--- src/rtl/word_merge_sched.sv ---
// Round-robin merge of per-requester byte fields into one packed word.
// Optional partial-word flush enabled by defining WORD_MERGE_FLUSH_EN.
module word_merge_sched #(
    parameter int          N            = 4,
    parameter logic [7:0]  DEFAULT_BYTE = 8'h0D
) (
    input  logic              clk,
    input  logic              rst_n,
    input  logic [N-1:0]      req,
    input  logic [2*N-1:0]    req_mask,
    input  logic [16*N-1:0]   req_data,
    output logic [N-1:0]      gnt,
    input  logic              flush,
    output logic              out_valid,
    input  logic              out_ready,
    output logic [15:0]       out_word
);

    localparam int PW = (N > 1) ? $clog2(N) : 1;

`ifdef WORD_MERGE_FLUSH_EN
    localparam bit FLUSH_EN = 1'b1;
`else
    localparam bit FLUSH_EN = 1'b0;
`endif

    typedef enum logic {FILL, EMIT} state_t;

    state_t         state_q, state_d;
    logic [15:0]    word_q, word_d;
    logic [1:0]     fill_q, fill_d;
    logic [PW-1:0]  rr_q, rr_d;
    logic [15:0]    out_word_d;
    logic           out_valid_d;

    logic [N-1:0]   elig;
    logic           hit;
    int             gidx;
    logic [1:0]     sel_mask;
    logic [15:0]    sel_data;
    logic [15:0]    mrg_word, emit_word;
    logic [1:0]     mrg_fill;
    logic           flush_act;

    assign flush_act = FLUSH_EN & flush;

    always_comb begin
        for (int i = 0; i < N; i++) begin
            elig[i] = req[i]
                && (req_mask[2*i +: 2] != 2'b00)
                && ((req_mask[2*i +: 2] & fill_q) == 2'b00);
        end
    end

    // scan upward from rr_q with wrap; first eligible wins
    always_comb begin
        int idx;
        hit  = 1'b0;
        gidx = 0;
        idx  = 0;
        if (state_q == FILL) begin
            for (int k = 0; k < N; k++) begin
                idx = int'(rr_q) + k;
                if (idx >= N) idx = idx - N;
                for (int i = 0; i < N; i++) begin
                    if (!hit && (i == idx) && elig[i]) begin
                        hit  = 1'b1;
                        gidx = i;
                    end
                end
            end
        end
    end

    always_comb begin
        gnt      = '0;
        sel_mask = 2'b00;
        sel_data = 16'h0000;
        for (int i = 0; i < N; i++) begin
            gnt[i] = hit && (gidx == i);
            if (gnt[i]) begin
                sel_mask = req_mask[2*i +: 2];
                sel_data = req_data[16*i +: 16];
            end
        end
    end

    always_comb begin
        mrg_word = word_q;
        mrg_fill = fill_q | sel_mask;
        if (sel_mask[1]) mrg_word[15:8] = sel_data[15:8];
        if (sel_mask[0]) mrg_word[7:0]  = sel_data[7:0];
        emit_word = {mrg_fill[1] ? mrg_word[15:8] : DEFAULT_BYTE,
                     mrg_fill[0] ? mrg_word[7:0]  : DEFAULT_BYTE};
    end

    always_comb begin
        state_d     = state_q;
        word_d      = word_q;
        fill_d      = fill_q;
        rr_d        = rr_q;
        out_word_d  = out_word;
        out_valid_d = out_valid;
        unique case (state_q)
            FILL: begin
                word_d = mrg_word;
                fill_d = mrg_fill;
                if (hit) begin
                    rr_d = (gidx == N-1) ? '0 : PW'(gidx + 1);
                end
                if ((mrg_fill == 2'b11)
                    || (flush_act && (mrg_fill != 2'b00))) begin
                    state_d     = EMIT;
                    out_word_d  = emit_word;
                    out_valid_d = 1'b1;
                end
            end
            EMIT: begin
                if (out_ready) begin
                    state_d     = FILL;
                    out_valid_d = 1'b0;
                    fill_d      = 2'b00;
                    word_d      = 16'h0000;
                end
            end
            default: state_d = FILL;
        endcase
    end

    always_ff @(posedge clk or negedge rst_n) begin
        if (!rst_n) begin
            state_q   <= FILL;
            word_q    <= 16'h0000;
            fill_q    <= 2'b00;
            rr_q      <= '0;
            out_word  <= 16'h0000;
            out_valid <= 1'b0;
        end else begin
            state_q   <= state_d;
            word_q    <= word_d;
            fill_q    <= fill_d;
            rr_q      <= rr_d;
            out_word  <= out_word_d;
            out_valid <= out_valid_d;
        end
    end

endmodule

--- config.mk ---
export PLATFORM = sky130hd
export DESIGN_NAME = word_merge_sched
export DESIGN_NICKNAME = d
export VERILOG_FILES = /design/src/rtl/word_merge_sched.sv
export SDC_FILE = /design/constraint.sdc
export NUM_CORES = 1
export LEC_CHECK = 0
export CORE_MARGIN = 2
export CORE_UTILIZATION = 35
export CTS_CLUSTER_DIAMETER = 200
export DETAILED_ROUTE_END_ITERATION = 10
export PLACE_DENSITY = 0.68
export SKIP_CTS_REPAIR_TIMING = 1
export SLEW_MARGIN = 0
export SYNTH_ARGS = -nofsm -noshare
export SYNTH_HDL_FRONTEND = slang
export SYNTH_SLANG_ARGS = --single-unit
--- constraint.sdc ---
create_clock -name clk -period 4.29 [get_ports clk]
set_input_delay 0.858 -clock clk [delete_from_list [all_inputs] [get_ports clk]]
set_output_delay 0.858 -clock clk [all_outputs]
set_load 0.005 [all_outputs]
==> metrics.txt <==
FF+latch count, synth=38; Avg WL per Cell=16.3 µm; max cap viols=0; Syn Nets=337; Worst R2R Path Depth=14; CTS tree=done; clock sinks=38; largest net degree at the start of global routing=39; status=completed; EDFF count, synth=0; Worst slew margin=43.2%; sequential share of the synthesized area=38.4%; Min-Delay Endpoint=out_word[13]$_DFFE_PN0P_; Rows=30; core box area=6830 µm²; Static Leak=1.60 nW; type of the worst setup path=in2out; Critical Path RT=3430 ps; clk root buf=clkbuf_8; Final Hold Fails=0; Die Ht=88.1 µm; top-count cell post-synth=nand2_1; placed inst area=3640 µm²; worst min path class=reg2reg; Initial Utilization=36.2%; Final Cycle Share=97.7%; Synth Area in Adders=2.02%; largest area contributor in the netlist=dfrtp_1; final worst slack=99.8 ps; Die Footprint=7760 µm²; total power=0.00262 W; via count=2,405; Post-Place Worst Slack=-103 ps; Synth Area in XOR/XNOR=0%; CTS Buf Count=5; Post-Route WL=7500 µm; main flop type after synthesis=dfrtp_1; final setup TNS=0 ps; clk slew on worst S/H paths=80 ps; Initial DRC Count=141; grt ovf=0; Synth Area per Inst=9.79 µm²; mapped cell area=2480 µm²; initial antenna violation count=0; P&R area growth vs syn=55.4%; fin crit period=4190 ps; synth cell count leaders=nand2_1 (44), dfrtp_1 (38), mux2_2 (16), o2bb2ai_1 (16), clkbuf_1 (13); Final Util=56.3%; CP Data Arrival Time=3330 ps; mux cell area share after synthesis=12.7%; Reg2Reg Setup Slack=850 ps; CP max FO=7; Post-Synthesis Cells=253; yosys warns=0; FF-to-FF End=out_word[5]$_DFFE_PN0P_; Netlist cell types=43; GPL Wtd Cong=0.809; Clock Tree Buf Depth=2; All-Layer GR Usage=20.1%; Synth top area share=38.4%; ant diodes=0; worst slew pin tran=852 ps; DR vias/cell=5.24; first-pass GRT wire length=12,000 µm; peak supply drop=0.299 mV; clock skew=7.42 ps; layout cell share with drive strength beyond 1=19.8%; ys async rst share=100%; final-report max-slew violation count=0; post-synthesis compound-gate area fraction=27.5%; Post-Layout Inst Area=3850 µm²; Crit. End Element=output pin; width of the die=88.1 µm; number of port buffers=99; Post-DRT Antenna Nets=0; largest family of logic cells by synthesized area=compound AO/OA/AOI/OAI gates; hold depth=1; Layout Nets=446; Reg2Reg Launch Point=fill_q[0]$_DFFE_PN0P_; DRC=0; CP Launch Type=primary input; HP Start=out_word[13]$_DFFE_PN0P_; Detailed Place HPWL=5500 µm; fmax=239 MHz; number of H-tree levels=2; Pwr Density=681 nW/µm²; vias in the first global route=2,445; top post-synthesis cells by area=dfrtp_1 (38%), mux2_2 (7.3%), nand2_1 (6.7%); Simple-Gate Fraction of Synth Area=13.8%; total I/O pin count=101; clock latency on the worst-skew pair=300 ps; DR pass1 iterations=4; final setup fails=0
==> kinds of logic (layout without fill, tap and decap cells) <==
kind of cell / Yosys count / count (layout)
buffers and inverters: 29 / 139
AND/OR/NAND/NOR: 71 / 71
flip-flops: 38 / 38
adder cells (fa/ha/maj): 4 / 4
multiplexers: 25 / 25
AO/OA/AOI/OAI: 86 / 86
==> report_power, final <==
| group | internal, W | total (W) | leakage [nW] | switching, W |
|---|---|---|---|---|
| Combinational | 0.000893 | 0.00165 | 1.05 | 0.000755 |
| Sequential | 0.000506 | 0.000607 | 0.486 | 0.000101 |
| Clock | 0.000233 | 0.000366 | 0.0683 | 0.000133 |
==> worst max-delay path, stage by stage <==
cell and delay [ps]:
clkdlybuf4s50_1 470, o2111ai_2 300, nand2b_1 170, nand3_1 100
a221o_1 360, inv_1 120, ha_2 270, and2_1 150
clkdlybuf4s50_1 530
==> registers in the layout, summed over array words and instances (netlist names) <==
signal and flops:
out_word 16, word_q 16, fill_q 2, rr_q 2
out_valid 1, state_q 1
==> metal layers <==
metal  vias to the layer above  share of wire, %  global-route usage, %
li1                       1165                 -                      -
met3                         7               4.9                   4.43
met5                         -                 0                      0
met2                        72                49                   34.0
met4                         0               1.2                   6.06
met1                      1161                45                   25.7
==> how the worst max path moves through the flow <==
stage	cells past startpoint	endpoint	start
after floorplan	14	out_word[10]$_DFFE_PN0P_	req_mask[1]
after global routing	9	gnt[3]	req_mask[4]
after detailed placement	14	out_word[5]$_DFFE_PN0P_	req_mask[3]
after global placement	13	out_word[13]$_DFFE_PN0P_	req_mask[5]
final	9	gnt[3]	req_mask[4]
after CTS	9	gnt[3]	req_mask[3]
==> metrics by stage <==
step | hold WS, ps | std cells
floorplan | 474 | 253
CTS | 516 | 456
global route | 523 | 459
detailed placement | 491 | 448
global placement | 493 | 448
finish | 510 | 459
==> final cells by class <==
class / instances / area (µm²)
inverters: 9 / 33.8
well taps: 96 / 120
flip-flops and latches: 38 / 951
clock inverters: 3 / 68.8
clock buffers: 5 / 68.8
multi-input cells: 186 / 1430
fillers: 625 / 2980
repair buffers: 122 / 1180
==> cells in the final DEF, fill, tap and decap left out, types with 2 or more instances in the layout <==
cell type        netlist  layout
and2_1                 6       6
o22ai_1                4       4
dlymetal6s2s_1         0       3
a2bb2oi_1              4       4
o21ai_0                7       7
a211o_1                3       3
bufinv_16              0       2
nor2_1                 2       2
clkdlybuf4s50_1        0      95
inv_1                  8       8
o2111ai_2              0       2
ha_2                   0       3
nand2_2                2       2
o21a_1                 2       2
clkbuf_8               0       5
mux2_2                16      16
o2bb2ai_1             16      16
dfrtp_1               38      38
o31ai_1                9       9
a221o_1                2       2
buf_4                  0      22
a21oi_1                6       6
mux2_4                 9       9
nor2b_1                9       9
a21oi_2                3       3
a22oi_1                4       4
a221oi_1              12      12
nand2_1               44      44
a31oi_1                3       3
a21o_1                 2       2
No activity file was read; power rests on OpenSTA's default activity.
